`config.mk`:
```
export PLATFORM = sky130hd
export DESIGN_NAME = instr_fetch_queue
export DESIGN_NICKNAME = d
export VERILOG_FILES = /design/src/rtl/instr_fetch_queue_pkg.sv /design/src/rtl/instr_fetch_queue_chk.sv /design/src/rtl/instr_fetch_queue_sync_fifo.sv /design/src/rtl/instr_fetch_queue.sv
export SDC_FILE = /design/constraint.sdc
export NUM_CORES = 1
export LEC_CHECK = 0
export ABC_CLOCK_PERIOD_IN_PS = 10850
export CORE_MARGIN = 3
export CORE_UTILIZATION = 43
export DETAILED_ROUTE_END_ITERATION = 10
export GPL_ROUTABILITY_DRIVEN = 0
export GPL_TIMING_DRIVEN = 0
export PLACE_DENSITY = 0.62
export SLEW_MARGIN = 15
export SYNTH_ARGS = -nofsm -noshare
export SYNTH_HDL_FRONTEND = slang
export SYNTH_HIERARCHICAL = 1
export SYNTH_SLANG_ARGS = --single-unit
```
`constraint.sdc`:
```
create_clock -name clk -period 10.85 [get_ports clk]
set_clock_uncertainty 0.05 [all_clocks]
set_input_delay 2.17 -clock clk [delete_from_list [all_inputs] [get_ports clk]]
set_output_delay 2.17 -clock clk [all_outputs]
set_load 0.05 [all_outputs]
```
`src/rtl/instr_fetch_queue_pkg.sv`:
```
// Shared fetch-path types: widths, queue entry layouts and a PC alignment helper.
package riscv_pkg;

  localparam int PC_WIDTH    = 16;
  localparam int INSTR_WIDTH = 32;

  typedef struct packed {
    logic [INSTR_WIDTH-1:0] instr;
    logic [PC_WIDTH-1:0]    pc;
    logic                   misalign;
  } fetch_entry_t;

  typedef struct packed {
    logic [PC_WIDTH-1:0] pc;
    logic                misalign;
  } addr_entry_t;

  function automatic logic pc_misaligned(input logic [1:0] low_bits);
    return |low_bits;
  endfunction

endpackage

```
`src/rtl/instr_fetch_queue_chk.sv`:
```
// Simulation checks on the fetch queue's memory handshake and internal bookkeeping.
module instr_fetch_queue_chk #(
  parameter int CW = 3
) (
  input logic          clk,
  input logic          rst,
  input logic          mem_rvalid_i,
  input logic [CW-1:0] outstanding_i,
  input logic [CW-1:0] discard_i,
  input logic [CW-1:0] addr_count_i,
  input logic          addr_empty_i,
  input logic          addr_full_i,
  input logic          keep_i,
  input logic          data_full_i,
  input logic          pc_ready_i
);

  a_rvalid_outstanding: assert property (@(posedge clk) disable iff (rst)
    mem_rvalid_i |-> (outstanding_i != {CW{1'b0}}))
    else $error("instr_fetch_queue: mem_rvalid with no request outstanding");

  a_addr_tracks_live: assert property (@(posedge clk) disable iff (rst)
    addr_count_i == (outstanding_i - discard_i))
    else $error("instr_fetch_queue: address queue out of step with live requests");

  a_keep_has_addr: assert property (@(posedge clk) disable iff (rst)
    keep_i |-> !addr_empty_i)
    else $error("instr_fetch_queue: response kept with no address queued");

  a_full_stalls_pc: assert property (@(posedge clk) disable iff (rst)
    (data_full_i || addr_full_i) |-> !pc_ready_i)
    else $error("instr_fetch_queue: PC accepted while a queue is full");

endmodule

```
`src/rtl/instr_fetch_queue_sync_fifo.sv`:
```
// Synchronous FIFO with a clear input; a push into a full FIFO is taken only
// when a pop frees the slot in the same cycle.
module sync_fifo #(
  parameter int WIDTH = 8,
  parameter int DEPTH = 4
) (
  input  logic                   clk,
  input  logic                   rst,
  input  logic                   push_i,
  input  logic                   pop_i,
  input  logic                   clear_i,
  input  logic [WIDTH-1:0]       wdata_i,
  output logic [WIDTH-1:0]       rdata_o,
  output logic                   full_o,
  output logic                   empty_o,
  output logic [$clog2(DEPTH):0] count_o
);

  localparam int AW = $clog2(DEPTH);

  logic [WIDTH-1:0] mem_q [DEPTH];
  logic [AW-1:0]    wr_ptr_q;
  logic [AW-1:0]    rd_ptr_q;
  logic [AW:0]      count_q;
  logic             do_push_s;
  logic             do_pop_s;

  assign do_pop_s  = pop_i && !empty_o;
  assign do_push_s = push_i && (!full_o || do_pop_s);

  // Pointer and occupancy bookkeeping; clear wins over push/pop.
  always_ff @(posedge clk or posedge rst) begin
    if (rst) begin
      wr_ptr_q <= {AW{1'b0}};
      rd_ptr_q <= {AW{1'b0}};
      count_q  <= {(AW+1){1'b0}};
    end else if (clear_i) begin
      wr_ptr_q <= {AW{1'b0}};
      rd_ptr_q <= {AW{1'b0}};
      count_q  <= {(AW+1){1'b0}};
    end else begin
      if (do_push_s) wr_ptr_q <= wr_ptr_q + {{(AW-1){1'b0}}, 1'b1};
      if (do_pop_s)  rd_ptr_q <= rd_ptr_q + {{(AW-1){1'b0}}, 1'b1};
      count_q <= count_q + {{AW{1'b0}}, do_push_s} - {{AW{1'b0}}, do_pop_s};
    end
  end

  // Storage write port; contents are never observed while the FIFO is empty.
  always_ff @(posedge clk) begin
    if (do_push_s && !clear_i) mem_q[wr_ptr_q] <= wdata_i;
  end

  assign rdata_o = mem_q[rd_ptr_q];
  assign full_o  = (count_q == (AW+1)'(DEPTH));
  assign empty_o = (count_q == {(AW+1){1'b0}});
  assign count_o = count_q;

endmodule

```
`src/rtl/instr_fetch_queue.sv`:
```
// Fetch queue between program counter, instruction memory and decode: issues reads,
// pairs responses with their PCs in order, and discards wrong-path fetches on flush.
module instr_fetch_queue #(
  parameter int PC_WIDTH    = 16,
  parameter int INSTR_WIDTH = 32,
  parameter int DEPTH       = 4
) (
  input  logic                   clk,
  input  logic                   rst,
  input  logic                   pc_valid,
  input  logic [PC_WIDTH-1:0]    pc,
  output logic                   pc_ready,
  input  logic                   flush,
  output logic                   mem_req,
  output logic [PC_WIDTH-3:0]    mem_addr,
  input  logic                   mem_rvalid,
  input  logic [INSTR_WIDTH-1:0] mem_rdata,
  output logic                   instr_valid,
  input  logic                   instr_ready,
  output logic [INSTR_WIDTH-1:0] instr,
  output logic [PC_WIDTH-1:0]    instr_pc,
  output logic                   instr_misalign
);

  import riscv_pkg::*;

  localparam int CW = $clog2(DEPTH) + 1;

  logic          active_s;
  logic          accept_s;
  logic          rsp_s;
  logic          drop_s;
  logic          keep_s;
  logic          pop_s;
  logic [CW:0]   occ_s;
  logic [CW-1:0] outstanding_q, outstanding_d;
  logic [CW-1:0] discard_q, discard_d;
  logic [CW-1:0] addr_count_s, data_count_s;
  logic          addr_full_s, addr_empty_s, data_full_s, data_empty_s;
  addr_entry_t   addr_wdata_s, addr_rdata_s;
  fetch_entry_t  data_wdata_s, data_rdata_s;

  assign active_s = !rst;
  assign occ_s    = {1'b0, data_count_s} + {1'b0, outstanding_q};
  assign pc_ready = active_s && !flush && (occ_s < (CW+1)'(DEPTH));
  assign accept_s = pc_valid && pc_ready;
  assign mem_req  = accept_s;
  assign mem_addr = accept_s ? pc[PC_WIDTH-1:2] : {(PC_WIDTH-2){1'b0}};

  // A response arriving during flush belongs to the discarded path as well.
  assign rsp_s  = active_s && mem_rvalid && (outstanding_q != {CW{1'b0}});
  assign drop_s = rsp_s && (flush || (discard_q != {CW{1'b0}}));
  assign keep_s = rsp_s && !drop_s;

  assign instr_valid    = active_s && !data_empty_s;
  assign pop_s          = instr_valid && instr_ready && !flush;
  assign instr          = instr_valid ? data_rdata_s.instr : {INSTR_WIDTH{1'b0}};
  assign instr_pc       = instr_valid ? data_rdata_s.pc : {PC_WIDTH{1'b0}};
  assign instr_misalign = instr_valid && data_rdata_s.misalign;

  assign addr_wdata_s = '{pc: pc, misalign: pc_misaligned(pc[1:0])};
  assign data_wdata_s = '{instr: mem_rdata, pc: addr_rdata_s.pc, misalign: addr_rdata_s.misalign};

  sync_fifo #(.WIDTH($bits(addr_entry_t)), .DEPTH(DEPTH)) u_addr_fifo (
    .clk     (clk),
    .rst     (rst),
    .push_i  (accept_s),
    .pop_i   (keep_s),
    .clear_i (flush),
    .wdata_i (addr_wdata_s),
    .rdata_o (addr_rdata_s),
    .full_o  (addr_full_s),
    .empty_o (addr_empty_s),
    .count_o (addr_count_s)
  );

  sync_fifo #(.WIDTH($bits(fetch_entry_t)), .DEPTH(DEPTH)) u_data_fifo (
    .clk     (clk),
    .rst     (rst),
    .push_i  (keep_s),
    .pop_i   (pop_s),
    .clear_i (flush),
    .wdata_i (data_wdata_s),
    .rdata_o (data_rdata_s),
    .full_o  (data_full_s),
    .empty_o (data_empty_s),
    .count_o (data_count_s)
  );

  // Next in-flight and to-be-discarded counts; flush turns every live request into a discard.
  always_comb begin
    outstanding_d = outstanding_q + {{(CW-1){1'b0}}, accept_s} - {{(CW-1){1'b0}}, rsp_s};
    discard_d     = discard_q;
    if (flush) begin
      discard_d = outstanding_d;
    end else if (drop_s) begin
      discard_d = discard_q - {{(CW-1){1'b0}}, 1'b1};
    end else begin
      discard_d = discard_q;
    end
  end

  // Counter registers.
  always_ff @(posedge clk or posedge rst) begin
    if (rst) begin
      outstanding_q <= {CW{1'b0}};
      discard_q     <= {CW{1'b0}};
    end else begin
      outstanding_q <= outstanding_d;
      discard_q     <= discard_d;
    end
  end

  instr_fetch_queue_chk #(.CW(CW)) u_chk (
    .clk           (clk),
    .rst           (rst),
    .mem_rvalid_i  (mem_rvalid),
    .outstanding_i (outstanding_q),
    .discard_i     (discard_q),
    .addr_count_i  (addr_count_s),
    .addr_empty_i  (addr_empty_s),
    .addr_full_i   (addr_full_s),
    .keep_i        (keep_s),
    .data_full_i   (data_full_s),
    .pc_ready_i    (pc_ready)
  );

endmodule

```
==> out/metrics.cfg <==
[sta]
worst_pin_slew_ns=0.943
rsz0062_at_grt=false
fin_crit_ns=7.19
finalCritPeriodShare_pct=66.3
setup_viol=0
slew_viol_final=0
finalHoldViolCount=0
max_slew_margin_pct=37.1
fin_setup_tns_ns=0
max_freq_ghz=0.139
holdWs_ns=0.521

[clock_network]
clock-root-buffer=clkbuf_16
clockBufferDepth=3
clk_pin_slew_ns=0.06
insertion_delay_ns=0.54
cts_resized=0
cts_setup_buffers=0
htreeDepth=1
hold_buffers=0
cts_buffers=28
cts_tree=yes
clock-sinks=284

[setup_path]
critPathRequiredTime_ns=8.63
cp_top_family=buffers and inverters
worst_setup_path_start_kind=input pin
cp-end-kind=output port
cp_slowest_cell=clkdlybuf4s50_1
path_cells=clkdlybuf4s50_1, nor2_1, clkbuf_1, and2_1, clkdlybuf4s50_1
worstPathArrival_ns=4.97
crit_fanout=10
path_buf_inv=3
slowest_delay_ns=0.83
critPathKind=input pin to output port
cp_common_cell=clkdlybuf4s50_1

[yosys]
yosysWarnings=6
syn-cell-area_mm2=0.0114
netlist_instances=555
syn_area_per_cell_um2=20.6
syn_nets=628

[global_routing]
grt_pass1_wl_um=33800
grt_pass1_vias=6062
antenna_found_initial=0
grt.total_usage_pct=15.3
gr-total-overflow=0
grt_start_max_net_pins=45

[finish]
area_delta_synth_final_pct=23.3
mostFrequentLayoutCells=264 x edfxtp_1, 118 x clkdlybuf4s50_1, 67 x and2_1
final_util_pct=54.0
fin_nets=780
final_cells=1063
diodes=0
final_common_cell=edfxtp_1
drive_above_1_share_pct=19.5

[power_and_ir_drop]
p_per_area_mw_per_mm2=167
total_power_mw=2.35
p_leak_nw=4.65
ir_worst_vdd_v=0.000108

[hold_path]
hold_class=flip-flop to flip-flop

[detailed_routing]
vias=5506
ant_nets=0
avgViaCountPerCell=5.18
firstDrtPassIters=6
postRouteWirelength_um=21500
wl_per_cell_um=20.2
drtIter0Drc=429
drc_errors=0

[floorplanning]
placementRows=59
coreArea_mm2=0.0261
ios=120
start_util_pct=43.8
die_y_um=169
die-width_um=169
die-area_mm2=0.0285

[place]
dp.final_hpwl_um=14100
numPortBuffers=118
placed_cells=1012

[outcome]
outcome=finished, final reports clean

[flow_run]
drv_cap=0

==> registers in the layout, summed over array words and instances (netlist names) <==
signal	flops
u_data_fifo/mem_q	196
outstanding_q	3
u_data_fifo/count_o	3
u_data_fifo/rd_ptr_q	2
discard_q	3
u_addr_fifo/wr_ptr_q	2
u_addr_fifo/count_o	3
u_addr_fifo/rd_ptr_q	2
u_data_fifo/wr_ptr_q	2
u_addr_fifo/mem_q	68
==> per-stage QoR <==
step	instance area [um2]	setup slack, ns
2_1_floorplan	11400	4.70
3_3_place_gp	13000	3.59
3_5_place_dp	13100	3.60
4_1_cts	14100	3.60
5_1_grt	14100	3.46
6_report	14100	3.66
==> power by group <==
part	internal, mW	switching (mW)	total (mW)
sequential	1.21	0.0135	1.23
clock	0.584	0.384	0.968
combinational	0.0680	0.0870	0.155
total	1.87	0.485	2.35
==> worst paths after layout <==
kind                                   startpoint  cells after the start                  endpoint  slack (ns)
max                                           rst                      5               instr_pc[7]        3.66
min                                  discard_q[2]                      2              discard_q[2]        0.52
max reg2reg                u_data_fifo/count_o[1]                      6  u_addr_fifo/mem_q[3][11]        7.38
min reg2reg                          discard_q[2]                      2              discard_q[2]        0.52
max in group asynchronous                     rst                      2    u_addr_fifo/count_o[0]        8.39
min in group asynchronous                     rst                      2          outstanding_q[2]        2.12
==> worst register-to-register path, stage by stage (launching register included) <==
cell and delay, ns:
dfrtp_1 0.50, ha_1 0.25, or4_4 0.52, nor4b_4 0.46, buf_6 0.21, nor3b_1 0.30
and2_1 0.80
==> final cells by class <==
type,instances,area [um2]
Fill cell,1995,12000
Multi-Input combinational cell,230,2770
Timing Repair Buffer,122,1290
Clock buffer,37,754
Sequential cell,284,8430
Clock inverter,14,181
Tap cell,335,419
Buffer,25,178
Inverter,16,60.1
==> routing by layer <==
| metal | GRT usage (%) | wire length [um] |
|---|---|---|
| met1 | 20.4 | 8960 |
| met2 | 26.6 | 11100 |
| met3 | 2.64 | 1100 |
| met4 | 3.27 | 374 |
| met5 | 0 | 0 |
(Power assumes the default switching activity.)
